===== config.mk =====
export PLATFORM = sky130hd
export DESIGN_NAME = xilinx_rst_sequencer
export DESIGN_NICKNAME = d
export VERILOG_FILES = /design/src/rtl/heeperator_fpga_pkg.sv /design/src/rtl/xilinx_btn_debouncer.sv /design/src/rtl/xilinx_rst_sequencer.sv
export SDC_FILE = /design/constraint.sdc
export NUM_CORES = 1
export LEC_CHECK = 0
export CAP_MARGIN = 20
export CORE_MARGIN = 2
export CORE_UTILIZATION = 61
export CTS_BUF_LIST = sky130_fd_sc_hd__clkbuf_8
export CTS_CLUSTER_SIZE = 10
export DETAILED_ROUTE_END_ITERATION = 8
export PLACE_DENSITY = 0.92
export SYNTH_ARGS = -nofsm -noshare
export SYNTH_HDL_FRONTEND = slang
export SYNTH_SLANG_ARGS = --single-unit

===== constraint.sdc =====
create_clock -name clk_i -period 2.15 [get_ports clk_i]
set_input_delay 0.215 -clock clk_i [delete_from_list [all_inputs] [get_ports clk_i]]
set_output_delay 0.215 -clock clk_i [all_outputs]
set_load 0.02 [all_outputs]

===== src/rtl/heeperator_fpga_pkg.sv =====
// Shared types for the HEEPerator FPGA wrapper: reset sequencer states and reset causes.
package heeperator_fpga_pkg;

  typedef enum logic [1:0] {
    ASSERT = 2'b00,
    HOLD   = 2'b01,
    RUN    = 2'b10
  } rst_seq_state_e;

  typedef enum logic [1:0] {
    POR  = 2'b00,
    BTN  = 2'b01,
    LOCK = 2'b10
  } rst_cause_e;

endpackage


===== src/rtl/xilinx_btn_debouncer.sv =====
// Board reset button conditioning: input synchronizer, stable-level debounce counter,
// and a one-cycle pulse on each accepted press (0->1 debounced edge).
module xilinx_btn_debouncer #(
  parameter int unsigned SYNC_STAGES     = 2,
  parameter int unsigned DEBOUNCE_CYCLES = 1000000
) (
  input  logic clk_i,
  input  logic rst_ni,
  input  logic btn_i,
  output logic btn_db_o,
  output logic btn_press_o
);

  localparam int unsigned DB_CNT_W = $clog2(DEBOUNCE_CYCLES);

  logic [SYNC_STAGES-1:0] r_sync;
  logic [DB_CNT_W-1:0]    r_db_cnt;
  logic                   r_btn_db;
  logic                   r_press;
  logic                   w_btn_s;

  assign w_btn_s = r_sync[SYNC_STAGES-1];

  always_ff @(posedge clk_i) begin
    if (!rst_ni) begin
      r_sync <= '0;
    end else begin
      r_sync <= {r_sync[SYNC_STAGES-2:0], btn_i};
    end
  end

  // Debounced level resets to "pressed" so the core stays in reset until the button reads released.
  always_ff @(posedge clk_i) begin
    if (!rst_ni) begin
      r_db_cnt <= '0;
      r_btn_db <= 1'b1;
      r_press  <= 1'b0;
    end else begin
      r_press <= 1'b0;
      if (w_btn_s == r_btn_db) begin
        r_db_cnt <= '0;
      end else if (r_db_cnt == DB_CNT_W'(DEBOUNCE_CYCLES - 1)) begin
        r_db_cnt <= '0;
        r_btn_db <= w_btn_s;
        r_press  <= w_btn_s;
      end else begin
        r_db_cnt <= r_db_cnt + DB_CNT_W'(1);
      end
    end
  end

  assign btn_db_o    = r_btn_db;
  assign btn_press_o = r_press;

endmodule


===== src/rtl/xilinx_rst_sequencer.sv =====
// Reset sequencer for the HEEPerator FPGA top: combines the debounced button and the
// synchronized PLL lock into a held, registered active-low core reset with cause reporting.
module xilinx_rst_sequencer
  import heeperator_fpga_pkg::*;
#(
  parameter int unsigned SYNC_STAGES     = 2,
  parameter int unsigned DEBOUNCE_CYCLES = 1000000,
  parameter int unsigned HOLD_CYCLES     = 256
) (
  input  logic       clk_i,
  input  logic       rst_ni,
  input  logic       btn_rst_i,
  input  logic       pll_locked_i,
  output logic       rst_no,
  output logic       rst_led_o,
  output logic [1:0] state_o,
  output logic [1:0] rst_cause_o,
  output logic       btn_press_o
);

  localparam int unsigned HOLD_CNT_W = $clog2(HOLD_CYCLES + 1);

  logic [SYNC_STAGES-1:0] r_lock_sync;
  logic [HOLD_CNT_W-1:0]  r_hold_cnt;
  logic [HOLD_CNT_W-1:0]  w_hold_cnt_nxt;
  rst_seq_state_e         r_state;
  rst_seq_state_e         w_state_nxt;
  rst_cause_e             r_cause;
  rst_cause_e             w_cause_nxt;
  logic                   r_rst_n;
  logic                   w_lock_s;
  logic                   w_btn_db;
  logic                   w_btn_press;
  logic                   w_go;

  xilinx_btn_debouncer #(
    .SYNC_STAGES    (SYNC_STAGES),
    .DEBOUNCE_CYCLES(DEBOUNCE_CYCLES)
  ) u_btn_debouncer (
    .clk_i      (clk_i),
    .rst_ni     (rst_ni),
    .btn_i      (btn_rst_i),
    .btn_db_o   (w_btn_db),
    .btn_press_o(w_btn_press)
  );

  always_ff @(posedge clk_i) begin
    if (!rst_ni) begin
      r_lock_sync <= '0;
    end else begin
      r_lock_sync <= {r_lock_sync[SYNC_STAGES-2:0], pll_locked_i};
    end
  end

  assign w_lock_s = r_lock_sync[SYNC_STAGES-1];
  assign w_go     = w_lock_s & ~w_btn_db;

  always_comb begin
    w_state_nxt    = r_state;
    w_hold_cnt_nxt = r_hold_cnt;
    w_cause_nxt    = r_cause;
    case (r_state)
      ASSERT: begin
        if (w_go) begin
          w_state_nxt    = HOLD;
          w_hold_cnt_nxt = '0;
        end
      end
      HOLD: begin
        if (!w_go) begin
          w_state_nxt = ASSERT;
        end else if (r_hold_cnt == HOLD_CNT_W'(HOLD_CYCLES - 1)) begin
          w_state_nxt = RUN;
        end else begin
          w_hold_cnt_nxt = r_hold_cnt + HOLD_CNT_W'(1);
        end
      end
      RUN: begin
        // Lock loss outranks a button press landing in the same cycle.
        if (!w_lock_s) begin
          w_state_nxt = ASSERT;
          w_cause_nxt = LOCK;
        end else if (w_btn_press) begin
          w_state_nxt = ASSERT;
          w_cause_nxt = BTN;
        end
      end
      default: begin
        w_state_nxt = ASSERT;
      end
    endcase
  end

  always_ff @(posedge clk_i) begin
    if (!rst_ni) begin
      r_state    <= ASSERT;
      r_hold_cnt <= '0;
      r_cause    <= POR;
      r_rst_n    <= 1'b0;
    end else begin
      r_state    <= w_state_nxt;
      r_hold_cnt <= w_hold_cnt_nxt;
      r_cause    <= w_cause_nxt;
      r_rst_n    <= (w_state_nxt == RUN);
    end
  end

  assign rst_no      = r_rst_n;
  assign rst_led_o   = r_rst_n;
  assign state_o     = r_state;
  assign rst_cause_o = r_cause;
  assign btn_press_o = w_btn_press;

endmodule


==> qor.csv <==
stage;metric;value;unit
setup_path;worstPathCellList;ha_1 > nand3_1 > nor2_1 > ha_1 > and2_1 > nor2_1 > xnor2_1 > nor2_1;
setup_path;r2r-start;r_hold_cnt[0];
setup_path;crit_type;reg -> reg;
global_routing;grt_antenna_before_repair;0;
clock_network;post_cts_buffers;0;
logic_synthesis;yosysSeqAreaShare;44.4;%
logic_synthesis;mappedNetlistArea;1810;µm²
setup_path;cp-end-kind;register;
global_routing;grt_overflow;0;
global_routing;globalRouteTotalUtil;23.9;%
clock_network;numCtsBuffers;5;
logic_synthesis;synth_edf_count;0;
place;hpwlAfterDp;2470;µm
global_routing;grt_max_degree;21;
final_layout;final_common_cell;dfxtp_1;
logic_synthesis;synth_nets;204;
place;port_buffers;10;
status;status;complete, no violations;
final_layout;n_antenna_cell;0;
logic_synthesis;ys_seq_elements;40;
logic_synthesis;syn_area_per_cell;9.16;µm²
detailed_routing;drc;0;
logic_synthesis;ys.flop_type;dfxtp_1;
floorplan;start_util;64.9;%
clock_network;cts_buffer_depth;2;
detailed_routing;vias;1445;
final_layout;drive_above_1_share;9.71;%
pwr;leakagePower;0.000654;µW
timing;hold_viol;0;
setup_path;crit_top_cell;nor2_1;
timing;timing.fmax;528;MHz
detailed_routing;wl_per_cell;15.0;µm
global_routing;grt_pass1_wl;6120;µm
clock_network;cts_resized;0;
timing;worst_pin_slew;0.408;ns
place;gp_congestion;0.895;
setup_path;cp_slowest_cell;dfxtp_1;
pwr;totalPowerFinal;1390;µW
floorplan;rows;19;
detailed_routing;initialDrtViolationCount;80;
setup_path;path_max_fanout;10;
pwr;max-vdd-ir-drop;832;µV
clock_network;cts_tree;built;
setup_path;r2r-end;r_hold_cnt[0];
setup_path;ff2ff_path_depth;8;
clock_network;postCtsHoldBufs;0;
final_layout;most-common-layout-cells;dfxtp_1, nor2_1, xnor2_1, nand3_1, nand2_1;
timing;fin_skew;0.0108;ns
clock_network;root_buffer;clkbuf_8;
final_layout;synthToLayoutAreaGrowth;10.7;%
timing;setup_violations;0;
pwr;power_density;695;nW/µm²
logic_synthesis;synth_cells;197;
floorplan;core_region_area;2780;µm²
final_layout;nNetsFinal;212;
final_layout;fillers;205;
clock_network;htreeDepth;2;
clock_network;cts.clk_slew.worst_paths;0.08;ns
logic_synthesis;async_reset_ff_share;0;%
global_routing;grt_pass1_vias;1467;
setup_path;cp_data_required_time;2.33;ns
timing;period_share;88.0;%
min_path;min_path_type;reg -> reg;
detailed_routing;drt_pre_antenna_iters;4;
timing;slew_headroom;72.8;%
timing;period_needed;1.89;ns
logic_synthesis;ys_types;39;
setup_path;critPathMaxStageDelay;0.39;ns
setup_path;cp-start-kind;register;
timing;rsz0062_at_grt;false;
floorplan;die_y;58.4;µm
floorplan;die_w;58.4;µm
floorplan;ioPinCount;11;
timing;finalMaxSlewViolations;0;
timing;tns;0;ns
logic_synthesis;yosys_warnings;0;
setup_path;critPathCapture;r_hold_cnt[0];
detailed_routing;finalWirelength;3550;µm
detailed_routing;detail-route-antenna-nets;0;
flow_run;cap_violations;0;
floorplan;die-area;3410;µm²
setup_path;cp_data_arrival_time;2.07;ns
clock_network;clk_latency;0.30;ns
setup_path;startpoint;r_hold_cnt[0];
detailed_routing;via_per_inst;6.10;
clock_network;cts.sinks;40;
setup_path;rrSetupSlack;0.26;ns
## synth_stat cells, types with 3 or more instances
master / n / share of area [%]
dfxtp_1: 40 / 44
nor2_1: 29 / 6.0
xnor2_1: 16 / 7.8
nand2_1: 12 / 2.5
nand3_1: 12 / 3.3
a21oi_1: 6 / 1.7
nand4_1: 6 / 2.1
nor3_1: 6 / 1.7
xor2_1: 6 / 2.9
and2_1: 5 / 1.7
nor4_1: 5 / 1.7
and3_1: 4 / 1.4
buf_4: 4 / 1.7
inv_1: 4 / 0.83
o21ai_0: 4 / 1.1
buf_2: 3 / 0.83
ha_1: 3 / 2.1
nor4_2: 3 / 2.1
o31ai_1: 3 / 1.2
## stage by stage
step                      util [%]  instances  hold slack, ns  setup WS (ns)  instance area, µm²
after detailed placement      68.0        229           0.423          0.285                1890
final                         71.8        237           0.437          0.258                2000
after global placement        68.0        229           0.415          0.453                1890
after global routing          71.8        237           0.469          0.114                2000
after floorplan                  -        197           0.342          0.407                1810
after CTS                     71.8        237           0.443          0.267                2000
## power breakdown
part | internal, µW | leakage [µW] | switching [µW]
Sequential | 748 | 0.000324 | 5.80
Clock | 340 | 0.0000593 | 256
Combinational | 15.1 | 0.000271 | 22.8
## worst max-delay path: cells and delay by family (launching register included)
kind | cells | cell delay (ns)
adders and majority gates | 2 | 0.37
DFF | 1 | 0.39
xor gates and xnor gates | 1 | 0.22
and+or+nand+nor | 5 | 0.80
## final cells by class
cell class | instances | area (µm²) | share of cell area [%]
clock inverters | 3 | 38.8 | 1.94
inverters | 4 | 15.0 | 0.751
repair buffers | 12 | 115 | 5.76
flip-flops and latches | 40 | 801 | 40.1
clock buffers | 5 | 68.8 | 3.44
multi-input cells | 142 | 921 | 46.1
well taps | 31 | 38.8 | 1.94
## worst min-delay path by stage
stage,start,endpoint,cells after the start
after floorplan,pll_locked_i,r_lock_sync[0],1
after global placement,r_lock_sync[0],r_lock_sync[1],1
after detailed placement,r_lock_sync[0],r_lock_sync[1],1
after CTS,r_lock_sync[0],r_lock_sync[1],1
after global routing,r_lock_sync[0],r_lock_sync[1],1
final,r_lock_sync[0],r_lock_sync[1],1
## flip-flops by register name (all words and copies together) (netlist names)
name	count
u_btn_debouncer.r_sync	2
state_o	2
r_lock_sync	2
rst_cause_o	2
r_hold_cnt	9
u_btn_debouncer.btn_press_o	1
u_btn_debouncer.btn_db_o	1
u_btn_debouncer.r_db_cnt	20
rst_led_o	1
## per-layer routing
metal  up-vias  share of wire (%)  GRT usage (%)
li1        707                  -              -
met1       674                 39           23.5
met4         0                2.5           14.0
met5         -                  0              0
met3        11                4.9           7.03
met2        53                 53           43.8
## cells by family after synthesis
| group | synth area share (%) |
|---|---|
| simple gates | 32.0 |
| xor+xnor | 10.7 |
| compound gates | 6.24 |
| buf+inv | 4.64 |
| fa+ha+maj | 2.08 |
| flops | 44.4 |
(Power assumes the default switching activity.)
